<file path="src/rtl/bp_me_burst_mux_pkg.sv">
// Shared types and constants for the BedRock burst round-robin mux.
//   state_e            : mux FSM states (e_idle, e_data)
//   msg_count_width_gp : width of each per-source completed-message counter
package bp_me_burst_mux_pkg;

    typedef enum logic [0:0] {
        e_idle = 1'b0,
        e_data = 1'b1
    } state_e;

    localparam int unsigned msg_count_width_gp = 16;

endpackage

</file>
<file path="src/rtl/bp_me_burst_rr_arb.sv">
// Round-robin picker with its pointer register.
// Picks the lowest index at or after rr_ptr whose request is set, wrapping
// modulo num_src_p. The pointer moves to winner+1 when advance_i is high.
// Ports:
//   clk_i, reset_n_i : clock, asynchronous active-low reset
//   v_i              : per-source request vector
//   advance_i        : grant accepted this cycle; move pointer past winner
//   winner_o         : selected source index (0 when nothing requests)
//   found_o          : at least one request present
module bp_me_burst_rr_arb #(
    parameter int num_src_p = 4
) (
    input  logic                         clk_i,
    input  logic                         reset_n_i,
    input  logic [num_src_p-1:0]         v_i,
    input  logic                         advance_i,
    output logic [$clog2(num_src_p)-1:0] winner_o,
    output logic                         found_o
);

    localparam int id_w_lp = $clog2(num_src_p);

    logic [id_w_lp-1:0] rr_ptr_q;
    logic [id_w_lp-1:0] idx;

    always_comb begin
        winner_o = '0;
        found_o  = 1'b0;
        idx      = '0;
        for (int unsigned i = 0; i < num_src_p; i++) begin
            idx = id_w_lp'((32'(rr_ptr_q) + i) % num_src_p);
            if (!found_o && v_i[idx]) begin
                found_o  = 1'b1;
                winner_o = idx;
            end
        end
    end

    always_ff @(posedge clk_i or negedge reset_n_i) begin
        if (!reset_n_i) begin
            rr_ptr_q <= '0;
        end else if (advance_i) begin
            rr_ptr_q <= (winner_o == id_w_lp'(num_src_p - 1)) ? '0 : winner_o + 1'b1;
        end
    end

endmodule

</file>
<file path="src/rtl/bp_me_burst_rr_mux.sv">
// N-to-1 BedRock burst mux. Headers are arbitrated round-robin; the grant is
// then locked to the winning source until its last data beat transfers, so
// beats of different messages never interleave. All outputs are combinational
// passthroughs of the selected source (zero added latency).
// Optional feature macro: BP_ME_BURST_MUX_STATS_EN enables per-source 16-bit
// completed-message counters on msg_count_o (tied to 0 otherwise).
// Ports:
//   clk_i, reset_n_i                     : clock, asynchronous active-low reset
//   src_header_*                         : per-source header channel (in)
//   src_data_*                           : per-source data channel (in)
//   header_o/header_v_o/header_ready_and_i : merged header channel
//   data_o/data_v_o/data_last_o/data_ready_and_i : merged data channel
//   grant_id_o                           : selected (idle) or locked (data) source
//   overrun_o                            : sticky, a message exceeded max_beats_p
//   msg_count_o                          : per-source message counters
module bp_me_burst_rr_mux
    import bp_me_burst_mux_pkg::*;
#(
    parameter int num_src_p      = 4,
    parameter int header_width_p = 64,
    parameter int data_width_p   = 64,
    parameter int max_beats_p    = 8
) (
    input  logic                                       clk_i,
    input  logic                                       reset_n_i,
    input  logic [num_src_p*header_width_p-1:0]        src_header_i,
    input  logic [num_src_p-1:0]                       src_header_has_data_i,
    input  logic [num_src_p-1:0]                       src_header_v_i,
    output logic [num_src_p-1:0]                       src_header_ready_and_o,
    input  logic [num_src_p*data_width_p-1:0]          src_data_i,
    input  logic [num_src_p-1:0]                       src_data_v_i,
    input  logic [num_src_p-1:0]                       src_data_last_i,
    output logic [num_src_p-1:0]                       src_data_ready_and_o,
    output logic [header_width_p-1:0]                  header_o,
    output logic                                       header_v_o,
    input  logic                                       header_ready_and_i,
    output logic [data_width_p-1:0]                    data_o,
    output logic                                       data_v_o,
    output logic                                       data_last_o,
    input  logic                                       data_ready_and_i,
    output logic [$clog2(num_src_p)-1:0]               grant_id_o,
    output logic                                       overrun_o,
    output logic [msg_count_width_gp*num_src_p-1:0]    msg_count_o
);

    localparam int id_w_lp  = $clog2(num_src_p);
    localparam int cnt_w_lp = $clog2(max_beats_p + 1);

    state_e              state_q;
    logic [id_w_lp-1:0]  lock_id_q;
    logic [cnt_w_lp-1:0] beat_cnt_q;
    logic [id_w_lp-1:0]  winner;
    logic                found;
    logic [num_src_p-1:0] arb_v;
    logic                header_hs;
    logic                data_hs;

    // Requests are masked outside e_idle so a locked burst cannot be pre-empted.
    always_comb begin
        arb_v = (state_q == e_idle) ? src_header_v_i : '0;
    end

    bp_me_burst_rr_arb #(
        .num_src_p(num_src_p)
    ) arb (
        .clk_i     (clk_i),
        .reset_n_i (reset_n_i),
        .v_i       (arb_v),
        .advance_i (header_hs),
        .winner_o  (winner),
        .found_o   (found)
    );

    // Output steering; everything is forced to 0 while reset is asserted.
    always_comb begin
        header_o               = '0;
        header_v_o             = 1'b0;
        src_header_ready_and_o = '0;
        data_o                 = '0;
        data_v_o               = 1'b0;
        data_last_o            = 1'b0;
        src_data_ready_and_o   = '0;
        grant_id_o             = '0;
        if (reset_n_i) begin
            if (state_q == e_idle) begin
                grant_id_o                     = winner;
                header_o                       = src_header_i[winner*header_width_p +: header_width_p];
                header_v_o                     = found;
                src_header_ready_and_o[winner] = found & header_ready_and_i;
            end else begin
                grant_id_o                      = lock_id_q;
                data_o                          = src_data_i[lock_id_q*data_width_p +: data_width_p];
                data_v_o                        = src_data_v_i[lock_id_q];
                data_last_o                     = src_data_last_i[lock_id_q];
                src_data_ready_and_o[lock_id_q] = data_ready_and_i;
            end
        end
    end

    always_comb begin
        header_hs = header_v_o & header_ready_and_i;
        data_hs   = data_v_o & data_ready_and_i;
    end

    always_ff @(posedge clk_i or negedge reset_n_i) begin
        if (!reset_n_i) begin
            state_q    <= e_idle;
            lock_id_q  <= '0;
            beat_cnt_q <= '0;
            overrun_o  <= 1'b0;
        end else begin
            case (state_q)
                e_idle: begin
                    if (header_hs && src_header_has_data_i[winner]) begin
                        lock_id_q  <= winner;
                        beat_cnt_q <= '0;
                        state_q    <= e_data;
                    end
                end
                e_data: begin
                    if (data_hs) begin
                        if (beat_cnt_q != cnt_w_lp'(max_beats_p)) begin
                            beat_cnt_q <= beat_cnt_q + 1'b1;
                        end
                        if (data_last_o) begin
                            state_q <= e_idle;
                        end else if (beat_cnt_q == cnt_w_lp'(max_beats_p - 1)) begin
                            overrun_o <= 1'b1;
                        end
                    end
                end
                default: state_q <= e_idle;
            endcase
        end
    end

`ifdef BP_ME_BURST_MUX_STATS_EN
    logic [msg_count_width_gp-1:0] msg_count_q [num_src_p];

    // A message completes either on a header-only handshake or on its last beat;
    // the two handshakes are mutually exclusive by state.
    always_ff @(posedge clk_i or negedge reset_n_i) begin
        if (!reset_n_i) begin
            for (int unsigned i = 0; i < num_src_p; i++) begin
                msg_count_q[i] <= '0;
            end
        end else if (header_hs && !src_header_has_data_i[winner]) begin
            msg_count_q[winner] <= msg_count_q[winner] + 1'b1;
        end else if (data_hs && data_last_o) begin
            msg_count_q[lock_id_q] <= msg_count_q[lock_id_q] + 1'b1;
        end
    end

    always_comb begin
        msg_count_o = '0;
        for (int unsigned i = 0; i < num_src_p; i++) begin
            msg_count_o[i*msg_count_width_gp +: msg_count_width_gp] = msg_count_q[i];
        end
    end
`else
    always_comb begin
        msg_count_o = '0;
    end
`endif

endmodule

</file>
<file path="config.mk">
export PLATFORM = sky130hd
export DESIGN_NAME = bp_me_burst_rr_mux
export DESIGN_NICKNAME = d
export VERILOG_FILES = /design/src/rtl/bp_me_burst_mux_pkg.sv /design/src/rtl/bp_me_burst_rr_arb.sv /design/src/rtl/bp_me_burst_rr_mux.sv
export SDC_FILE = /design/constraint.sdc
export NUM_CORES = 1
export LEC_CHECK = 0
export BUFFER_PORTS_ARGS = -buffer_cell sky130_fd_sc_hd__clkbuf_2
export CAP_MARGIN = 0
export CELL_PAD_IN_SITES_DETAIL_PLACEMENT = 0
export CELL_PAD_IN_SITES_GLOBAL_PLACEMENT = 1
export CORE_AREA = 4 4 284 286
export CTS_CLUSTER_DIAMETER = 50
export CTS_CLUSTER_SIZE = 8
export DETAILED_ROUTE_END_ITERATION = 10
export DIE_AREA = 0 0 288 290
export PLACE_DENSITY = 0.43
export SLEW_MARGIN = 20
export SYNTH_ARGS = -nofsm -noshare
export SYNTH_HDL_FRONTEND = slang
export SYNTH_SLANG_ARGS = --single-unit
export TNS_END_PERCENT = 100
</file>
<file path="constraint.sdc">
create_clock -name clk_i -period 5.3 [get_ports clk_i]
set_input_delay 1.06 -clock clk_i [delete_from_list [all_inputs] [get_ports clk_i]]
set_output_delay 1.06 -clock clk_i [all_outputs]
set_load 0.01 [all_outputs]
</file>
==> summary.md, run 1 <==
| Metric | Value |
|---|---|
| Status | completed |
| Syn avg cell area | 11.44 µm² |
| Leak Pwr | 4.725 nW |
| Initial Util | 6.659% |
| Routed wire length | 50,480 µm |
| Worst Path Max Fanout | 35 |
| Reg2reg setup slack | 2.54 ns |
| Clk root buf | clkbuf_16 |
| Post-synth EDFFs | 0 |
| Num CTS Buffers | 3 |
| Hold WC Path Type | reg2reg |
| Fmax | 0.2252 GHz |
| DIE AREA | 0.08352 mm² |
| CP Class | in2out |
| Ys flop type | dfrtp_1 |
| # hold bufs at CTS | 0 |
| Clk buf depth | 2 |
| Largest net degree at the start of global routing | 66 |
| Clk sinks | 10 |
| Via count | 6,820 |
| RSZ-0062 raised after global routing | false |
| Top Ports | 738 |
| Finished Core Util | 12.47% |
| Total power | 2.701 mW |
| Top sig layer | met5 |
| Initial antenna violation count | 25 |
| Worst path slowest cell | a211oi_4 |
| Cell taking the most area after synthesis | mux4_2 |
| Maxcap violations | 0 |
| Final hold vios | 0 |
| Most instantiated cells after synthesis | and2_1 (132), mux4_2 (131), buf_4 (67) |
| Met1 wire length | 19,540 µm |
| Synthesized instance count | 456 |
| Die height | 290 µm |
| Final std cells w/o fill | 2,159 |
| Count leader, synth | and2_1 |
| Seq/Total Area, Yosys | 4.796% |
| Clock Latency Late Sink | 0.24 ns |
| Cell total after placement | 2,150 |
| Met3 routed WL | 4565 µm |
| Maximum vdd ir drop | 0.1750 mV |
| Delay-heaviest family, CP | buffers and inverters |
| Worst Tran Pin Value | 0.7802 ns |
| CP dominant cell by count | clkbuf_2 |
| Tmin final | 4.440 ns |
| Buf/Inv on CP | 4 |
| Final Setup Violations | 0 |
| Area grow syn2layout | 87.24% |
| Pre-antenna DRT Iters | 4 |
| Final period utilization | 83.78% |
| Fillers | 9,191 |
| Critical path startpoint category | primary input |
| Num rows | 103 |
| CORE AREA | 0.07836 mm² |
| Final GP Congestion | 0.9242 |
| Die Wd | 288 µm |
| Synth Register Bits | 10 |
| WL/cell | 23.38 µm |
| TNS Setup | 0 ns |
| DR iter-0 viols | 222 |
| WP depth | 9 |
| Cell Pwr Density | 276.4 mW/mm² |
| GRT overflow | 0 |
| Yosys top cell area share | 56.55% |
| Top cells by area, synth | mux4_2 (57%), and2_1 (16%), buf_4 (9.6%), dfrtp_1 (4.8%), clkbuf_1 (1.7%) |
| Vias in the first global route | 7,565 |
| Final Max Slew Viols | 0 |
| Library cells used by synthesis | 38 |
| Clock slew at reported path FFs | 0.04 ns |
| Largest stage delay on the critical path | 0.53 ns |
| Hold slack final | 0.4851 ns |
| Hpwl dp | 47,380 µm |
| Async SR Flop Fraction | 100.0% |
| Cells along the critical path | clkbuf_2 > nor2b_1 > o21ba_2 > a211oi_4 > buf_12 > buf_4 > mux4_2 > and2_1 > clkbuf_2 |
| # DRC | 0 |
| Reg2Reg Depth | 6 |
| Share of cells above drive strength 1 | 76.00% |
| Post-CTS repair timing setup buffer count | 0 |
| Total GRT Usage | 11.40% |
| Vias per inst | 3.159 |
| Met2 routed WL | 25,660 µm |
| Slew margin rel. | 47.52% |
| NumNets Final | 1,643 |
| CP endpoint kind | output pin |
| CTS tree | yes |
| H-tree Lvls | 1 |
| Post-Syn Area | 0.005218 mm² |
| Critical path data required time | 4.24 ns |
| Final Skew | 0.001994 ns |
| Worst Hold Depth | 2 |
| Post-DRT Antenna Nets | 0 |
| Yosys warnings | 0 |
| Worst EP arrival | 3.38 ns |
| Resize count post-CTS | 0 |
| First-pass GRT wire length | 66,070 µm |
| # port buffers | 673 |
==> final cells by class <==
class                   count  area (µm²)  area share, %
multi-input cells         390        4481          45.86
diodes                      5       12.51         0.1281
flip-flops and latches     10       257.7          2.638
inverters                   8       30.03         0.3074
clock buffers               4       88.84         0.9093
well taps                1050        1314          13.45
repair buffers            692        3586          36.71
==> tightest hold or removal path: cells and delay by family, from the launching register on <==
family | cells | cell delay [ns]
AO/OA/AOI/OAI | 1 | 0.05
buffers and inverters | 1 | 0.04
flip-flops | 1 | 0.35
==> per-stage QoR <==
step                      setup slack, ns  instance area (µm²)
after floorplan                     1.697                 5454
after global placement             0.9090                 9668
after detailed placement           0.8726                 9668
after CTS                          0.8721                 9757
after global routing               0.7686                 9759
final                              0.8596                 9769
==> worst paths after layout <==
path	start	end
max in group asynchronous	reset_n_i	lock_id_q[0]$_DFFE_PN0P_
worst max register to register	state_q$_DFF_PN0_	lock_id_q[1]$_DFFE_PN0P_
worst min-delay path	overrun_o$_DFFE_PN0P_	overrun_o$_DFFE_PN0P_
worst min register to register	overrun_o$_DFFE_PN0P_	overrun_o$_DFFE_PN0P_
worst max-delay path	src_header_v_i[0]	header_o[61]
min in group asynchronous	reset_n_i	overrun_o$_DFFE_PN0P_
==> power breakdown <==
group	switching (mW)	internal (mW)
sequential	0.109	0.109
combinational	1.09	1.24
clock	0.0383	0.114
total	1.24	1.46
==> layout by cell type (no fill, tap or decap), types with 5 or more instances in the layout <==
cell,count
clkbuf_2,673
mux4_2,131
and2_1,131
conb_1,64
buf_4,13
nand2_1,10
dfrtp_1,8
inv_1,7
nor2_1,6
ha_1,6
buf_12,6
diode_2,5
and3_1,5
==> logic make-up after synthesis <==
| family | share of synthesized area (%) |
|---|---|
| mux | 57.58 |
| xor+xnor | 0.1679 |
| compound gates | 2.614 |
| buf+inv | 14.32 |
| simple gates | 19.02 |
| fa+ha+maj | 1.439 |
| flops | 4.796 |
| other cells | 0.07187 |
==> state kept, by name, indices dropped and copies added (netlist names) <==
name	flops
arb.rr_ptr_q	2
beat_cnt_q	4
lock_id_q	2
overrun_o	1
state_q	1
==> metal layers <==
layer  track usage, %  vias up
li1                 -     2932
met1            13.21     3339
met2            20.99      485
met3            3.543       54
met4            1.386       10
met5                0        -
Note: power is estimated with default switching activity, not from simulation.
==> inputs of run 2 (changes only) <==
--- a/config.mk
+++ b/config.mk
@@ -9,11 +9,11 @@
 export CAP_MARGIN = 0
 export CELL_PAD_IN_SITES_DETAIL_PLACEMENT = 0
 export CELL_PAD_IN_SITES_GLOBAL_PLACEMENT = 1
-export CORE_AREA = 4 4 284 286
+export CORE_AREA = 4 4 289 291
 export CTS_CLUSTER_DIAMETER = 50
 export CTS_CLUSTER_SIZE = 8
 export DETAILED_ROUTE_END_ITERATION = 10
-export DIE_AREA = 0 0 288 290
+export DIE_AREA = 0 0 293 295
 export PLACE_DENSITY = 0.43
 export SLEW_MARGIN = 20
 export SYNTH_ARGS = -nofsm -noshare
==> constraint.sdc (replaced) <==
create_clock -name clk_i -period 4.1 [get_ports clk_i]
set_input_delay 0.82 -clock clk_i [delete_from_list [all_inputs] [get_ports clk_i]]
set_output_delay 0.82 -clock clk_i [all_outputs]
set_load 0.01 [all_outputs]
==> run 2 against run 1 <==
- sequential power grew 60%
- first-iteration DRC count grew 1.4%
- sequential share of layout area barely moved
- largest power group unchanged
- highest routed layer unchanged
- combinational power up 25%
==> summary.md, run 2 (synthesis gave the netlist of run 1 again) <==
| Metric | Value |
|---|---|
| Final Skew | 0.002038 ns (was 0.001994 ns) |
| Cell total after placement | 2,160 (was 2,150) |
| Cell Pwr Density | 351.9 mW/mm² (was 276.4 mW/mm²) |
| # port buffers | 673 (unchanged) |
| CORE AREA | 0.08055 mm² (was 0.07836 mm²) |
| CP dominant cell by count | clkbuf_2 (unchanged) |
| Register name with the most flops | beat_cnt_q (unchanged) |
| Biggest regs | beat_cnt_q (4), arb.rr_ptr_q (2), lock_id_q (2) (unchanged) |
| Worst EP arrival | 2.73 ns (was 3.38 ns) |
| DIE AREA | 0.08644 mm² (was 0.08352 mm²) |
| RSZ-0062 raised after global routing | false (unchanged) |
| First-pass GRT wire length | 68,730 µm (was 66,070 µm) |
| Die height | 295 µm (was 290 µm) |
| Worst Hold Depth | 2 (unchanged) |
| DR iter-0 viols | 225 (was 222) |
| Worst min-delay path startpoint | overrun_o$_DFFE_PN0P_ (unchanged) |
| Routed wire length | 53,560 µm (was 50,480 µm) |
| Final Max Slew Viols | 0 (unchanged) |
| Final hold vios | 0 (unchanged) |
| Reg2reg setup slack | 1.59 ns (was 2.54 ns) |
| Initial antenna violation count | 35 (was 25) |
| Share of cells above drive strength 1 | 75.97% (was 76.00%) |
| # hold bufs at CTS | 0 (unchanged) |
| Worst path slowest cell | buf_4 (was a211oi_4) |
| CP endpoint kind | output pin (unchanged) |
| GRT overflow | 0 (unchanged) |
| Final std cells w/o fill | 2,169 (was 2,159) |
| Most common cell after layout, fill and taps aside | clkbuf_2 (unchanged) |
| Internal power | 1.861 mW (was 1.461 mW) |
| Resize count post-CTS | 0 (unchanged) |
| Die Wd | 293 µm (was 288 µm) |
| Total GRT Usage | 11.58% (was 11.40%) |
| Reg-to-Reg End | lock_id_q[1]$_DFFE_PN0P_ (unchanged) |
| Hpwl dp | 50,440 µm (was 47,380 µm) |
| Post-DRT Antenna Nets | 0 (unchanged) |
| Final Setup Violations | 0 (unchanged) |
| WL/cell | 24.69 µm (was 23.38 µm) |
| Area grow syn2layout | 87.03% (was 87.24%) |
| Tmin final | 3.547 ns |
| NumNets Final | 1,643 (unchanged) |
| Top Ports | 738 (unchanged) |
| Sw Pwr | 1.573 mW (was 1.239 mW) |
| H-tree Lvls | 1 (unchanged) |
| Pre-antenna DRT Iters | 4 (unchanged) |
| Critical path startpoint category | primary input (unchanged) |
| Worst Path Max Fanout | 32 (was 35) |
| TNS Setup | 0 ns (unchanged) |
| Clk root buf | clkbuf_16 (unchanged) |
| Cells along the critical path | clkbuf_2 > nor2b_1 > o21ba_2 > a211oi_4 > buf_4 > mux4_2 > and2_1 > clkbuf_2 (was clkbuf_2 > nor2b_1 > o21ba_2 > a211oi_4 > buf_12 > buf_4 > mux4_2 > and2_1 > clkbuf_2) |
| # DRC | 0 (unchanged) |
| Fmax | 0.2819 GHz |
| Clock network power share | 4.9% (was 5.6%) |
| Status | completed (unchanged) |
| Final period utilization | 86.51% |
| Reg2Reg Depth | 7 (was 6) |
| Largest stage delay on the critical path | 0.44 ns (was 0.53 ns) |
| Vias per inst | 3.166 (was 3.159) |
| Buf/Inv on CP | 3 (was 4) |
| Worst Hold Endpoint | overrun_o$_DFFE_PN0P_ (unchanged) |
| Hold WC Path Type | reg2reg (unchanged) |
| Delay-heaviest family, CP | buffers and inverters (unchanged) |
| Num CTS Buffers | 3 (unchanged) |
| Clock Latency Late Sink | 0.23 ns (was 0.24 ns) |
| Maximum vdd ir drop | 0.1838 mV (was 0.1750 mV) |
| Worst Tran Pin Value | 0.7832 ns (was 0.7802 ns) |
| Clock slew at reported path FFs | 0.04 ns (about the same) |
| Final instance area | 0.009758 mm² (was 0.009769 mm²) |
| Max reg flops | 4 (unchanged) |
| Post-CTS repair timing setup buffer count | 0 (unchanged) |
| Critical path data required time | 3.28 ns (was 4.24 ns) |
| Clk buf depth | 2 (unchanged) |
| Leak Pwr | 4.716 nW (was 4.725 nW) |
| Reg-to-Reg Start | arb.rr_ptr_q[1]$_DFFE_PN0P_ (was state_q$_DFF_PN0_) |
| Clk sinks | 10 (unchanged) |
| Most frequent cells in the layout | clkbuf_2 (673), mux4_2 (131), and2_1 (131) (unchanged) |
| Post-Place Cell Area | 0.009668 mm² (unchanged) |
| Switching Share | 45.80% (was 45.89%) |
| Largest net degree at the start of global routing | 69 (was 66) |
| Initial Util | 6.478% (was 6.659%) |
| CP Class | in2out (unchanged) |
| Flop pwr share | 10.1% (was 8.1%) |
| Num rows | 104 (was 103) |
| Slew margin rel. | 47.79% (was 47.52%) |
| Critical Path Start | src_header_v_i[0] (unchanged) |
| Comb power frac | 85.0% (was 86.3%) |
| Maxcap violations | 0 (unchanged) |
| Final GP Congestion | 0.9335 (was 0.9242) |
| Via count | 6,867 (was 6,820) |
| Vias in the first global route | 7,683 (was 7,565) |
| CTS tree | yes (unchanged) |
run 2: changes by cell type in the layout (fill, tap and decap cells not counted), sizes merged:
cell,before,now
diode,5,6
clkbuf,677,676
run 2: how the worst max path moves through the flow:
stage / to / slack, ns / depth (start not counted)
after global placement: header_o[40] / 0.54 / 8
after CTS: header_o[40] / 0.51 / 8
after floorplan: header_o[36] / 0.98 / 7
final: header_o[5] / 0.55 / 8
after global routing: header_o[40] / 0.43 / 8
after detailed placement: header_o[40] / 0.51 / 8
run 2: area by class of cell:
| type | instances | area (µm²) |
|---|---|---|
| antenna | 6 | 15.01 |
| clock buffer | 3 | 75.07 |
| fill | 9376 | 70790 |
| inverter | 8 | 30.03 |
| multi-input combinational | 390 | 4481 |
| sequential | 10 | 257.7 |
| tap | 1060 | 1326 |
| timing repair buffer | 692 | 3573 |
run 2: metal layers:
| layer | vias up | global-route usage, % | wire (µm) |
|---|---|---|---|
| met4 | 12 | 0.8671 | 637 |
| met1 | 3355 | 13.74 | 20730 |
| met3 | 72 | 3.944 | 5171 |
| li1 | 2932 | - | - |
| met5 | - | 0 | 95 |
| met2 | 496 | 21.07 | 26930 |
run 2: metrics by stage:
stage / power [mW] / setup slack (ns) / utilization (%) / hold slack (ns)
finish: 3.434 / 0.5531 / 12.11 / 0.4851
global route: 3.736 / 0.4321 / 12.10 / 0.5199
CTS: 3.540 / 0.5062 / 12.10 / 0.4964
detailed placement: 3.359 / 0.5063 / 12.00 / 0.4745
global placement: 3.335 / 0.5354 / 12.00 / 0.4673
floorplan: 2.210 / 0.9773 / - / 0.4951
run 2: worst reg2reg max path, cell delays in order (launching register included):
cell      delay, ns
dfrtp_1        0.46
a21oi_1        0.15
o21ai_0        0.14
a211oi_4       0.33
buf_4          0.44
mux4_2         0.50
nand2_2        0.20
mux2i_1        0.21
run 2: power by group through the flow:
stage               registers (mW)  clock network [mW]  logic, mW
floorplan                    0.163                   0       2.05
global placement             0.367                   0       2.97
detailed placement           0.370                   0       2.99
CTS                          0.370               0.173       3.00
global route                 0.376               0.177       3.18
finish                       0.348               0.168       2.92
